==> config.mk <==
export PLATFORM = sky130hd
export DESIGN_NAME = div_seq_ctrl
export DESIGN_NICKNAME = d
export VERILOG_FILES = /design/src/rtl/div_pkg.sv /design/src/rtl/div_sub.sv /design/src/rtl/div_seq_ctrl.sv
export SDC_FILE = /design/constraint.sdc
export NUM_CORES = 1
export LEC_CHECK = 0
export CORE_UTILIZATION = 35
export DETAILED_ROUTE_END_ITERATION = 8
export GPL_ROUTABILITY_DRIVEN = 1
export PLACE_DENSITY_LB_ADDON = 0.25
export SETUP_SLACK_MARGIN = 0.02
export SKIP_CTS_REPAIR_TIMING = 1
export SLEW_MARGIN = 20
export SYNTH_ARGS = -nofsm -noshare
export SYNTH_HDL_FRONTEND = slang
export SYNTH_HIERARCHICAL = 1
export SYNTH_SLANG_ARGS = --single-unit
==> constraint.sdc <==
create_clock -name clk -period 5.5 [get_ports clk]
set_clock_uncertainty 0.2 [all_clocks]
set_input_delay 0.825 -clock clk [delete_from_list [all_inputs] [get_ports clk]]
set_output_delay 0.825 -clock clk [all_outputs]
set_load 0.02 [all_outputs]
==> src/rtl/div_pkg.sv <==
// Shared types and constants for the sequential restoring divider.
// Optional signed mode is enabled by defining DIV_SIGNED_EN.
package div_pkg;

    localparam int DIV_WIDTH = 32;
    localparam int CNT_W     = $clog2(DIV_WIDTH) + 1;

    localparam logic [DIV_WIDTH-1:0] DBZ_Q = {DIV_WIDTH{1'b1}};

    typedef enum logic [1:0] {
        IDLE = 2'd0,
        RUN  = 2'd1,
        FIX  = 2'd2,
        DONE = 2'd3
    } div_state_e;

endpackage

==> src/rtl/div_sub.sv <==
// Trial subtractor for the divider: a - b with a borrow-out flag.
// Purely combinational; the controller registers everything it uses.
module div_sub
    import div_pkg::*;
#(
    parameter int W = DIV_WIDTH + 1
) (
    input  logic [W-1:0] a,
    input  logic [W-1:0] b,
    output logic [W-1:0] diff,
    output logic         borrow
);

    // Extra top bit of the widened difference is the borrow.
    assign {borrow, diff} = {1'b0, a} - {1'b0, b};

endmodule

==> src/rtl/div_seq_ctrl.sv <==
// Restoring divider controller: one quotient bit per clock.
// Define DIV_SIGNED_EN for two's-complement operands (adds FIX state).
module div_seq_ctrl
    import div_pkg::*;
#(
    parameter int WIDTH = DIV_WIDTH
) (
    input  logic             clk,
    input  logic             rst_n,
    input  logic             in_valid,
    output logic             in_ready,
    input  logic [WIDTH-1:0] dividend,
    input  logic [WIDTH-1:0] divisor,
    output logic             out_valid,
    input  logic             out_ready,
    output logic [WIDTH-1:0] quotient,
    output logic [WIDTH-1:0] remainder,
    output logic             div_by_zero
);

    div_state_e       state;
    logic [CNT_W-1:0] count;
    logic [WIDTH-1:0] r;
    logic [WIDTH-1:0] q;
    logic [WIDTH-1:0] dvs;
    logic [WIDTH-1:0] op_dd;
    logic [WIDTH-1:0] op_dv;
    logic [WIDTH:0]   diff;
    logic             borrow;
    logic             fit;

`ifdef DIV_SIGNED_EN
    localparam div_state_e RUN_NEXT = FIX;
    logic neg_q;
    logic neg_r;

    // Iterate on magnitudes; signs are restored in FIX.
    assign op_dd = dividend[WIDTH-1] ? -dividend : dividend;
    assign op_dv = divisor[WIDTH-1] ? -divisor : divisor;
`else
    localparam div_state_e RUN_NEXT = DONE;

    assign op_dd = dividend;
    assign op_dv = divisor;
`endif

    div_sub #(.W(WIDTH + 1)) u_sub (
        .a      ({r, q[WIDTH-1]}),
        .b      ({1'b0, dvs}),
        .diff   (diff),
        .borrow (borrow)
    );

    // Partial remainder stays below the divisor, so a fitting trial
    // never sets the top difference bit.
    assign fit = !borrow && !diff[WIDTH];

    assign quotient  = q;
    assign remainder = r;

    // Controller FSM with registered handshake and result outputs.
    always_ff @(posedge clk or negedge rst_n) begin
        if (!rst_n) begin
            state       <= IDLE;
            count       <= '0;
            r           <= '0;
            q           <= '0;
            dvs         <= '0;
            in_ready    <= 1'b1;
            out_valid   <= 1'b0;
            div_by_zero <= 1'b0;
`ifdef DIV_SIGNED_EN
            neg_q       <= 1'b0;
            neg_r       <= 1'b0;
`endif
        end else begin
            unique case (state)
                IDLE: begin
                    if (in_valid) begin
                        in_ready <= 1'b0;
                        count    <= '0;
                        dvs      <= op_dv;
`ifdef DIV_SIGNED_EN
                        neg_q <= dividend[WIDTH-1] ^ divisor[WIDTH-1];
                        neg_r <= dividend[WIDTH-1];
`endif
                        if (divisor == '0) begin
                            q           <= DBZ_Q;
                            r           <= dividend;
                            div_by_zero <= 1'b1;
                            state       <= DONE;
                        end else begin
                            q           <= op_dd;
                            r           <= '0;
                            div_by_zero <= 1'b0;
                            state       <= RUN;
                        end
                    end
                end
                RUN: begin
                    if (fit) begin
                        r <= diff[WIDTH-1:0];
                        q <= {q[WIDTH-2:0], 1'b1};
                    end else begin
                        r <= {r[WIDTH-2:0], q[WIDTH-1]};
                        q <= {q[WIDTH-2:0], 1'b0};
                    end
                    count <= count + 1'b1;
                    if (count == CNT_W'(WIDTH - 1)) begin
                        state     <= RUN_NEXT;
                        out_valid <= (RUN_NEXT == DONE);
                    end
                end
`ifdef DIV_SIGNED_EN
                FIX: begin
                    if (neg_q) q <= -q;
                    if (neg_r) r <= -r;
                    out_valid <= 1'b1;
                    state     <= DONE;
                end
`endif
                DONE: begin
                    out_valid <= 1'b1;
                    if (out_valid && out_ready) begin
                        out_valid <= 1'b0;
                        in_ready  <= 1'b1;
                        state     <= IDLE;
                    end
                end
                default: begin
                    state    <= IDLE;
                    in_ready <= 1'b1;
                end
            endcase
        end
    end

endmodule

==> reports/results.ini <==
[global_routing]
grt_max_degree=66
grt_use_total_pct=20.12
grt_pass1_wl_um=35200
antenna_found_initial=0
grt_pass1_vias=6717
grt_overflow=0

[setup_path]
crit_type=flip-flop to flip-flop
crit_top_cell=inv_1
path_buf_inv=3
path_delay_family=compound AO/OA/AOI/OAI gates
crit_path_end_kind=flip-flop
required_ns=5.58
arrival_ns=4.09
max_stage_delay_ns=0.50
cp-start-kind=flip-flop
r2r-start=quotient[31]$_DFFE_PN0P_
crit_slowest_cell=nor2_4
crit_fanout=18
crit_chain=inv_1 > ha_1 > inv_1 > fa_1 > a211oi_1 > o21ai_2 > nand4_1 > nand3b_1 > nand2_1 > o21ai_0 > o211a_1 > nor2_4 > buf_4 > mux2i_1 > a211o_1 > o21ai_1
critical_path.startpoint=quotient[31]$_DFFE_PN0P_

[timing]
timing.fmax_mhz=249.4
finalSetupViolations=0
max_slew_margin_pct=46.52
worst_pin_slew_ns=0.8004
rsz0062_at_grt=false
period_minus_slack_ns=4.009
hold_violations=0
slew_viol_final=0
setup_tns_ns=0
fin_crit_sh_pct=72.89

[logic_synthesis]
synth_cell_types=69
ys.flop_type=dfrtp_1
syn-instance-count=911
syn_area_sq_um=7436
synth.avg_cell_area_sq_um=8.162
synth_warnings=6
seq_area_frac_synth_pct=36.03
synth-seq-cells=107
synth_edf_count=0
async_reset_ff_share_pct=100.0
synth_nets=1014

[routing]
viasPerCell=5.295
dr_total_vias=6794
drtAntennaViolNets=0
dr.pass1.iters=5
wl_per_cell_um=16.43
wirelength_um=21090
drc=0
first_iter_violations=407

[worst_hold_path]
min_from=dvs[6]$_DFFE_PN0P_
holdCritPathClass=flip-flop to flip-flop

[final_layout]
multi_input_area_sq_um=4305
fillers=2082
final_common_cell=nand2_1
area_growth_pct=24.35
drive_above_1_share_pct=6.219
diodes=0
layout_common_cells=nand2_1 (181), clkdlybuf4s50_1 (133), dfrtp_1 (106), nor2_1 (80), o21ai_0 (52)
nNetsFinal=1111
seqCellArea_sq_um=2679

[clock_network]
cts_htree_levels=3
clk_latency_ns=0.36
cts.path.max_buffers=2
clockRootBuffer=clkbuf_16
clock-sinks=107
clkTransAtPathRegs_ns=0.08
cts_tree=yes
cts-buffers-inserted=9

[power]
power_mw=7.165
ir_worst_vdd_uv=306.2
powerDensity_nw_per_um2=774.9
p_leak_nw=4.122

[placed_design]
globalplace.congestion=0.8125
hpwl_um=15170
port_buffers=134

[floorplan]
core_area_sq_um=20560
start_util_pct=36.17
fp-row-count=52
die_w_um=147.8
die_area_sq_um=21830
die_y_um=147.8
io_pins=135

[status]
outcome=finished, final reports clean

[job]
maxCapViolations=0

[layout make-up]
class / instances / share of cell area [%]
Clock buffer: 11 / 2.733
Clock inverter: 5 / 0.6495
Inverter: 47 / 1.908
Multi-Input combinational cell: 700 / 46.56
Sequential cell: 107 / 28.97
Tap cell: 270 / 3.654
Timing Repair Buffer: 143 / 15.52
[flip-flops by register name, summed over array words and instances, names as in the netlist]
name,count
count,6
state,2
in_ready,1
dvs,32
quotient,32
out_valid,1
remainder,32
div_by_zero,1
[path summary, 6_finish.rpt]
path	slack, ns	depth (start not counted)	end
max	1.49	16	remainder[2]$_DFFE_PN0P_
min	0.28	2	dvs[6]$_DFFE_PN0P_
max reg2reg	1.49	16	remainder[2]$_DFFE_PN0P_
min reg2reg	0.28	2	dvs[6]$_DFFE_PN0P_
max in group asynchronous	3.62	2	count[5]$_DFFE_PN0P_
min in group asynchronous	0.35	1	dvs[18]$_DFFE_PN0P_
[cells in the mapped netlist (7+ instances only)]
master	count	area share (%)
a31oi_1	32	2.7
xnor2_1	22	2.6
xor2_1	7	0.82
buf_6	7	1.1
nand3_1	9	0.61
clkbuf_1	26	1.3
inv_1	47	2.4
a211o_1	35	4.1
o21ai_1	33	2.2
nand2_1	181	9.1
buf_2	20	1.3
dfrtp_1	106	36
or2_2	10	0.84
nand4_1	13	1.1
or2_1	20	1.7
mux2i_1	33	4.4
nor4_1	8	0.67
ha_1	34	5.7
o21ai_0	52	3.5
a21o_1	14	1.4
nor2_1	80	4.0
a21oi_1	35	2.4
[worst register-to-register path, stage by stage, from the launching register on]
cell	delay, ns
dfrtp_1	0.43
inv_1	0.08
ha_1	0.16
inv_1	0.05
fa_1	0.42
a211oi_1	0.38
o21ai_2	0.15
nand4_1	0.14
nand3b_1	0.14
nand2_1	0.08
o21ai_0	0.07
o211a_1	0.16
nor2_4	0.51
buf_4	0.45
mux2i_1	0.14
a211o_1	0.30
o21ai_1	0.07
[metal layers]
| layer | vias up | part of all wire, % | track usage [%] |
|---|---|---|---|
| met2 | 149 | 45 | 31.96 |
| met5 | - | 0 | 0 |
| met1 | 3261 | 49 | 27.98 |
| met4 | 0 | 1.5 | 5.206 |
| met3 | 17 | 4.7 | 3.827 |
| li1 | 3367 | - | - |
[per-stage QoR]
step / worst slack (ns) / std cells / hold slack [ns] / utilization (%) / instance area, sq um
detailed placement: 1.466 / 1266 / 0.2630 / 43.40 / 8922
finish: 1.491 / 1283 / 0.2816 / 44.97 / 9246
floorplan: 2.056 / 911 / 0.2457 / - / 7436
CTS: 1.451 / 1282 / 0.2851 / 44.92 / 9235
global route: 1.239 / 1283 / 0.3052 / 44.97 / 9246
global placement: 1.561 / 1266 / 0.2605 / 43.40 / 8922
[power breakdown]
part	switching, mW	total, mW	internal (mW)
Combinational	2.61	4.89	2.29
Sequential	0.390	1.58	1.19
Clock	0.307	0.687	0.380
Total	3.30	7.16	3.86
[kinds of logic after synthesis]
group | count (synthesis) | synth area share, %
and+or+nand+nor | 347 | 20.60
other | 1 | 0.05043
adders and majority gates | 35 | 5.990
AOI/OAI and AO/OA | 254 | 22.88
xor gates and xnor gates | 29 | 3.416
DFF | 107 | 36.03
muxes | 34 | 4.594
buffers and inverters | 104 | 6.445
(Power assumes the default switching activity.)
